<file path="config.mk">
export PLATFORM = sky130hd
export DESIGN_NAME = vga_timing_gen_flat
export DESIGN_NICKNAME = d
export VERILOG_FILES = /design/src/rtl/vga_timing_gen_if.sv /design/src/rtl/vga_timing_gen.sv /design/src/flat_wrapper.sv
export SDC_FILE = /design/constraint.sdc
export NUM_CORES = 1
export LEC_CHECK = 0
export CAP_MARGIN = 25
export CORE_ASPECT_RATIO = 0.6
export CORE_MARGIN = 2
export CORE_UTILIZATION = 55
export DETAILED_ROUTE_END_ITERATION = 7
export PLACE_DENSITY = 0.94
export REMOVE_ABC_BUFFERS = 1
export SKIP_LAST_GASP = 1
export SYNTH_ARGS = -nofsm -noshare
export SYNTH_HDL_FRONTEND = slang
export SYNTH_SLANG_ARGS = --single-unit
</file>
<file path="constraint.sdc">
create_clock -name clk -period 6.2 [get_ports clk]
set_clock_uncertainty 0.2 [all_clocks]
set_input_delay 1.24 -clock clk [delete_from_list [all_inputs] [get_ports clk]]
set_output_delay 1.24 -clock clk [all_outputs]
set_load 0.02 [all_outputs]
</file>
<file path="src/rtl/vga_timing_gen_if.sv">
// Raster timing bundle between the VGA timing generator and its consumers
// (frame buffer / pixel pipeline / DAC sync pins).
interface vga_timing_gen_if;
  logic       en;
  logic       pix_tick;
  logic [9:0] h_count;
  logic [9:0] v_count;
  logic       hsync;
  logic       vsync;
  logic       video_active;
  logic       line_start;
  logic       frame_start;

  modport master (
    input  en,
    output pix_tick, h_count, v_count, hsync, vsync,
           video_active, line_start, frame_start
  );

  modport slave (
    output en,
    input  pix_tick, h_count, v_count, hsync, vsync,
           video_active, line_start, frame_start
  );
endinterface

</file>
<file path="src/rtl/vga_timing_gen.sv">
// VGA raster timing generator: pixel-clock enable, h/v coordinates, sync
// pulses and active-video flag. Every output is a flop whose D input is
// decoded from the next-state counters, so all of them move together.
module vga_timing_gen #(
  parameter int   H_ACTIVE = 640,
  parameter int   H_FP     = 16,
  parameter int   H_SYNC   = 96,
  parameter int   H_BP     = 48,
  parameter int   V_ACTIVE = 480,
  parameter int   V_FP     = 10,
  parameter int   V_SYNC   = 2,
  parameter int   V_BP     = 33,
  parameter logic SYNC_POL = 1'b0,
  parameter int   CLK_DIV  = 2
) (
  input  logic             clk,
  input  logic             rst,
  vga_timing_gen_if.master vga
);

  localparam int H_TOTAL = H_ACTIVE + H_FP + H_SYNC + H_BP;
  localparam int V_TOTAL = V_ACTIVE + V_FP + V_SYNC + V_BP;
  localparam int DIV_W   = (CLK_DIV > 1) ? $clog2(CLK_DIV) : 1;

  localparam logic [DIV_W-1:0] DIV_LAST = DIV_W'(CLK_DIV - 1);

  // 11-bit compare constants so parameter sums up to 1024 cannot overflow
  localparam logic [10:0] H_LAST   = 11'(H_TOTAL - 1);
  localparam logic [10:0] V_LAST   = 11'(V_TOTAL - 1);
  localparam logic [10:0] H_ACT    = 11'(H_ACTIVE);
  localparam logic [10:0] V_ACT    = 11'(V_ACTIVE);
  localparam logic [10:0] HS_START = 11'(H_ACTIVE + H_FP);
  localparam logic [10:0] HS_END   = 11'(H_ACTIVE + H_FP + H_SYNC);
  localparam logic [10:0] VS_START = 11'(V_ACTIVE + V_FP);
  localparam logic [10:0] VS_END   = 11'(V_ACTIVE + V_FP + V_SYNC);

  logic [DIV_W-1:0] div_q, div_d;
  logic [9:0]       h_q, h_d;
  logic [9:0]       v_q, v_d;
  logic             tick_q, tick_d;
  logic             line_q, line_d;
  logic             frame_q, frame_d;
  logic             hsync_q, hsync_d;
  logic             vsync_q, vsync_d;
  logic             active_q, active_d;
  logic [10:0]      h_ext_q, v_ext_q, h_ext_d, v_ext_d;

  assign h_ext_q = {1'b0, h_q};
  assign v_ext_q = {1'b0, v_q};
  assign h_ext_d = {1'b0, h_d};
  assign v_ext_d = {1'b0, v_d};

  // Divider and raster counters; pix_tick_q high means "advance at next edge",
  // which also keeps (0,0) visible for a full pixel after every restart.
  always_comb begin
    div_d   = '0;
    h_d     = '0;
    v_d     = '0;
    tick_d  = 1'b0;
    line_d  = 1'b0;
    frame_d = 1'b0;
    if (vga.en) begin
      div_d  = (div_q == DIV_LAST) ? '0 : div_q + DIV_W'(1);
      tick_d = (div_d == DIV_LAST);
      h_d    = h_q;
      v_d    = v_q;
      if (tick_q) begin
        if (h_ext_q == H_LAST) begin
          h_d    = '0;
          line_d = 1'b1;
          if (v_ext_q == V_LAST) begin
            v_d     = '0;
            frame_d = 1'b1;
          end else begin
            v_d = v_q + 10'd1;
          end
        end else begin
          h_d = h_q + 10'd1;
        end
      end
    end
  end

  // Sync and active-video decode from the next-state coordinates
  always_comb begin
    hsync_d  = ~SYNC_POL;
    vsync_d  = ~SYNC_POL;
    active_d = 1'b0;
    if (h_ext_d >= HS_START && h_ext_d < HS_END) hsync_d = SYNC_POL;
    if (v_ext_d >= VS_START && v_ext_d < VS_END) vsync_d = SYNC_POL;
    if (vga.en && h_ext_d < H_ACT && v_ext_d < V_ACT) active_d = 1'b1;
  end

  // State and output registers, cleared asynchronously
  always_ff @(posedge clk or negedge rst) begin
    if (!rst) begin
      div_q    <= '0;
      h_q      <= '0;
      v_q      <= '0;
      tick_q   <= 1'b0;
      line_q   <= 1'b0;
      frame_q  <= 1'b0;
      hsync_q  <= ~SYNC_POL;
      vsync_q  <= ~SYNC_POL;
      active_q <= 1'b0;
    end else begin
      div_q    <= div_d;
      h_q      <= h_d;
      v_q      <= v_d;
      tick_q   <= tick_d;
      line_q   <= line_d;
      frame_q  <= frame_d;
      hsync_q  <= hsync_d;
      vsync_q  <= vsync_d;
      active_q <= active_d;
    end
  end

  assign vga.pix_tick     = tick_q;
  assign vga.h_count      = h_q;
  assign vga.v_count      = v_q;
  assign vga.hsync        = hsync_q;
  assign vga.vsync        = vsync_q;
  assign vga.video_active = active_q;
  assign vga.line_start   = line_q;
  assign vga.frame_start  = frame_q;

endmodule

</file>
<file path="src/flat_wrapper.sv">
// flat-port wrapper written by rule: the top's interface ports become plain ports
module vga_timing_gen_flat 
#(
  parameter int   H_ACTIVE = 640,
  parameter int   H_FP     = 16,
  parameter int   H_SYNC   = 96,
  parameter int   H_BP     = 48,
  parameter int   V_ACTIVE = 480,
  parameter int   V_FP     = 10,
  parameter int   V_SYNC   = 2,
  parameter int   V_BP     = 33,
  parameter logic SYNC_POL = 1'b0,
  parameter int   CLK_DIV  = 2
)
  (clk, rst, vga_en, vga_pix_tick, vga_h_count, vga_v_count, vga_hsync, vga_vsync, vga_video_active, vga_line_start, vga_frame_start);
  vga_timing_gen_if vga_i ();
  input  logic clk;
  input  logic rst;
  input wire logic [$bits(vga_i.en)-1:0] vga_en;
  output wire logic [$bits(vga_i.pix_tick)-1:0] vga_pix_tick;
  output wire logic [$bits(vga_i.h_count)-1:0] vga_h_count;
  output wire logic [$bits(vga_i.v_count)-1:0] vga_v_count;
  output wire logic [$bits(vga_i.hsync)-1:0] vga_hsync;
  output wire logic [$bits(vga_i.vsync)-1:0] vga_vsync;
  output wire logic [$bits(vga_i.video_active)-1:0] vga_video_active;
  output wire logic [$bits(vga_i.line_start)-1:0] vga_line_start;
  output wire logic [$bits(vga_i.frame_start)-1:0] vga_frame_start;
  assign vga_i.en = vga_en;
  assign vga_pix_tick = vga_i.pix_tick;
  assign vga_h_count = vga_i.h_count;
  assign vga_v_count = vga_i.v_count;
  assign vga_hsync = vga_i.hsync;
  assign vga_vsync = vga_i.vsync;
  assign vga_video_active = vga_i.video_active;
  assign vga_line_start = vga_i.line_start;
  assign vga_frame_start = vga_i.frame_start;
  vga_timing_gen #(.H_ACTIVE(H_ACTIVE), .H_FP(H_FP), .H_SYNC(H_SYNC), .H_BP(H_BP), .V_ACTIVE(V_ACTIVE), .V_FP(V_FP), .V_SYNC(V_SYNC), .V_BP(V_BP), .SYNC_POL(SYNC_POL), .CLK_DIV(CLK_DIV)) u_core (.clk(clk), .rst(rst), .vga(vga_i));
endmodule
</file>
### After elaboration in Yosys (flattened, before gate mapping)

Cells that the tools add are included.

* register bits: 26
* bits in latches: 0
* memory bits (writable): 0
* bits in read-only memories: 0
* input port bits: 3
* output and inout bits: 26
* memories: 0

* $add $sub $neg: 3
* multiply operators: 0
* divide/modulo/power cells: 0
* order comparisons: 6
* eq/ne operators: 2
* shift-type cells: 0
* multiplexer cells: 19
* bitwise gates (word level): 0
* reductions and logical operators: 4

Operators with widths (number)
* two-way mux 10 bit: 7
* adder 10 x 1 -> 10 bit, second input constant: 2
* equality test 10 bit, second input constant: 2
* less-than comparator 10 bit, second input constant: 2
* less-than comparator 10 x 9 -> 1 bit, second input constant: 2
* two-way mux 1 bit: 12
* >= comparator 10 bit, second input constant: 1
* >= comparator 10 x 9 -> 1 bit, second input constant: 1
* logical AND 1 bit: 4
* adder 1 bit, second input constant: 1

### Depth between registers and ports, before layout

* depth in word-level cells: 8
* mapped depth: 7
* gate-level depth less buffers: 7

### Worst setup path after synthesis

Ideal clock, no wire load.

* path kind: flip-flop to flip-flop
* start: reg u_core.h_q[0] (netlist: u_core.vga.h_count[0])
* end: reg u_core.active_q (netlist: u_core.vga.video_active)
* library setup time: 133 ps
* arrival: 1840 ps
* path slack: 4027 ps
* stages on the path, launching flop included: 8
* cells stage by stage: dfrtp_1 ha_1 nand2_1 or3_4 buf_4 nor2_1 xor2_1 a211oi_1

* word-level cells in the longest chain between the ends: 8

RTL lines
* from (decl): RTL line vga_timing_gen.sv:38 `logic [9:0] h_q, h_d;`
* from (signal assigned): RTL line vga_timing_gen.sv:98 `h_q <= '0;`
* from (signal assigned): RTL line vga_timing_gen.sv:108 `h_q <= h_d;`
* adder 10 x 1 -> 10 bit or equality test 10 bit (tied branches): RTL line vga_timing_gen.sv:78, vga_timing_gen.sv:68
* two-way mux 10 bit: RTL line vga_timing_gen.sv:68 `if (h_ext_q == H_LAST) begin`
* two-way mux 10 bit: RTL line vga_timing_gen.sv:67 `if (tick_q) begin`
* two-way mux 10 bit: RTL line vga_timing_gen.sv:62 `if (vga.en) begin`
* less-than comparator 10 bit: RTL line vga_timing_gen.sv:91 `if (vga.en && h_ext_d < H_ACT && v_ext_d < V_ACT) active_d = 1'b1;`
* logical AND 1 bit: RTL line vga_timing_gen.sv:91
* logical AND 1 bit (*): RTL line vga_timing_gen.sv:91
* two-way mux 1 bit (*): RTL line vga_timing_gen.sv:91
* net u_core.active_d: RTL line vga_timing_gen.sv:45 `logic active_q, active_d;`
* to (signal assigned): RTL line vga_timing_gen.sv:115 `active_q <= active_d;`
* to (decl): RTL line vga_timing_gen.sv:45

Mark *: on every way through the listed nets, which the timed path passes. The rest lies on a longest branch.

### Final worst setup path

* start: reg u_core.h_q[4] (netlist: u_core.vga.h_count[4])
* end: out vga_h_count[4]

RTL lines
* to (decl): RTL line flat_wrapper.sv:21 `output wire logic [$bits(vga_i.h_count)-1:0] vga_h_count;`

No word-level cell between the ends.

==> reports/results.txt <==
Element type at the critical path end: primary output
Mapped cell area: 0.00152 mm^2
CTS tree: yes
Top cell type's share of synthesized area: 0.394
Clk Latency, worst-skew pair: 0.26 ns
CTS H-tree lvls: 1
Chip Height: 44.8 um
Slowest CP cell: clkdlybuf4s50_1
Register area: 653 um^2
Buffers and inverters on the worst path: 1
Max Clock Freq: 0.341 GHz
Max clock buf depth: 2
RSZ-0062 raised after global routing: no
PostCTS Resize Cnt: 0
Synth cell types: 47
RR Startpoint: u_core.vga.h_count[0]
Hold Startpoint: u_core.vga.h_count[0]
Compound-gate portion of the synthesized area: 0.137
Worst min-delay path class: flip-flop to flip-flop
First-pass DRT Iterations: 4
Fillers: 171
Residual DRC: 0
Worst slew pin tran: 0.614 ns
I/O Buffers: 28
Most used DFF post-synth: dfrtp_1
Cell family with the largest share of critical-path delay: buffers and inverters
Commonest cells post-synth: dfrtp_1 (24), nor2_1 (11), nand4_1 (10)
Area of the die: 0.00322 mm^2
Slowest stage delay, CP: 0.67 ns
Switch Pwr: 0.0657 mW
Final Wtd Congestion: 0.922
IO Pins: 29
Clock transition at path regs: 0.08 ns
N_diodes: 0
Top cells by area, synth: dfrtp_1 (39%), xnor2_1 (4.6%), nand4_1 (4.1%)
WL per Instance: 17.8 um
Initial antenna violation count: 0
Placement Rows: 14
Layout cell share with drive strength beyond 1: 0.0495
Final Slew Violations: 0
Layout Nets: 189
Pwr/cell area: 158 mW/mm^2
Via count: 1,389
Seq/Total Area, Yosys: 0.429
Most frequent cell after synthesis: dfrtp_1
Worst vdd ir: 0.000100 V
Yosys warns: 0
Setup TNS: 0 ns
Max FO, Critical Path: 8
CP Data Required Time: 4.76 ns
EDFF count, synth: 0
Via-to-Cell Ratio: 6.49
Number of global-route vias before repair: 1,322
Fin util: 0.722
Comb pwr share: 0.084
Arrival @ worst endpoint: 1.49 ns
Antenna-violating nets left: 0
Internal Power: 0.229 mW
Max Cap Viol: 0
Yosys reg bits: 26
Reg2reg path depth: 6
Area occupied by multi-input gates: 800 um^2
Switching Share: 0.223
Detailed-placement wirelength estimate: 2790 um
Horiz. Die Dim: 71.9 um
Sequential share of power: 0.599
Clock share of power: 0.317
Global route total overflow: 0
Min cycle time layout: 2.93 ns
Synth Area in Simple Gates: 0.287
Mean Syn Cell Area: 9.64 um^2
WHS: 0.443 ns
Post-CTS Setup Inserts: 0
Final setup violation count: 0
Levels on crit path: 1
Outcome: finished, final reports clean
CP cell instances: clkdlybuf4s50_1
Power, Total: 0.295 mW
Fraction of registers with async set/reset: 1.00
All-Layer GR Usage: 0.258
Mux share of post-synthesis cell area: 0.0131
Area delta synth->final: 22.1%
Critical Path Start Type: flip-flop
Worst relative slew slack: 0.589
Worst Setup SP: u_core.vga.h_count[4]
Core ar.: 0.00257 mm^2
Clk sinks: 26
Hold Crit Depth: 2
Detailed Route Iter0 Violations: 169
Synth area leader: dfrtp_1
Adder-cell share of the synthesized area: 0.0247
Initial core utilization: 0.591
Post-Synthesis Cells: 158
Total CTS buffers: 3
Leakage: 0.733 nW
Setup CP Type: flip-flop to primary output
Routed wire length: 3810 um
Fraction of synthesized cell area in xor and xnor cells: 0.0633
Final hold vios: 0
Fin crit share: 0.473
CTS Root Cell: clkbuf_8
Main combinational cell family by area after synthesis: simple AND/OR/NAND/NOR gates
Largest net degree at the start of global routing: 20
Hold buffer count at CTS: 0
First-pass GRT wire length: 6310 um
## routing by layer
| metal | wire [um] | global-route usage | vias to the layer above |
|---|---|---|---|
| li1 | - | - | 628 |
| met1 | 1650 | 0.356 | 659 |
| met2 | 1760 | 0.415 | 92 |
| met3 | 318 | 0.0558 | 10 |
| met4 | 78 | 0.0868 | 0 |
| met5 | 0 | 0 | - |
## logic make-up (layout without fill, tap and decap cells)
| group | count (synthesis) | count (layout) |
|---|---|---|
| muxes | 2 | 2 |
| and+or+nand+nor | 73 | 73 |
| adders and majority gates | 3 | 3 |
| AOI/OAI and AO/OA | 27 | 27 |
| buffers and inverters | 16 | 40 |
| xor gates and xnor gates | 11 | 11 |
| DFF | 26 | 26 |
## cell usage in the layout, fill, tap and decap left out, types with 6 or more instances in the layout
master	instances
nor2_1	11
inv_1	7
nand3_1	8
dfrtp_1	24
nand4_1	10
xnor2_1	8
nor3_1	6
nand2_1	9
clkdlybuf4s50_1	28
## worst min-delay path, cell delays in order (launching register included)
cell	delay (ns)
dfrtp_1	0.43
xnor2_1	0.14
nor2_1	0.04
## metrics by stage
stage,worst slack [ns],std cells,instance area [um^2]
final,3.27,214,1860
after global routing,3.23,214,1860
after CTS,3.28,214,1860
after detailed placement,3.04,210,1810
after global placement,3.15,209,1800
after floorplan,3.96,149,1480
## state kept, by name (all words and copies together), names as in the netlist
| signal | count |
|---|---|
| u_core.div_q | 1 |
| u_core.vga.frame_start | 1 |
| u_core.vga.h_count | 10 |
| u_core.vga.hsync | 1 |
| u_core.vga.line_start | 1 |
| u_core.vga.v_count | 10 |
| u_core.vga.video_active | 1 |
| u_core.vga.vsync | 1 |
## power by group through the flow
stage,clock network (mW),registers [mW],logic (mW)
4_1_cts,0.0975,0.176,0.0251
2_1_floorplan,0,0.182,0.00786
6_report,0.0933,0.176,0.0249
3_5_place_dp,0,0.180,0.0250
5_1_grt,0.104,0.177,0.0272
3_3_place_gp,0,0.179,0.0230
## layout make-up
cell class,instances,share of cell area
inverter,7,0.0141
clock buffer,4,0.0242
tap,32,0.0215
sequential,26,0.351
timing repair buffer,29,0.159
multi-input combinational,116,0.430
## final timing paths
path	to	slack, ns
max	vga_h_count[4]	3.27
min	u_core.vga.h_count[0]	0.44
max reg2reg	u_core.vga.video_active	3.80
min reg2reg	u_core.vga.h_count[0]	0.44
max in group asynchronous	u_core.vga.hsync	4.10
min in group asynchronous	u_core.vga.v_count[1]	1.13
Note: power is estimated with default switching activity, not from simulation.
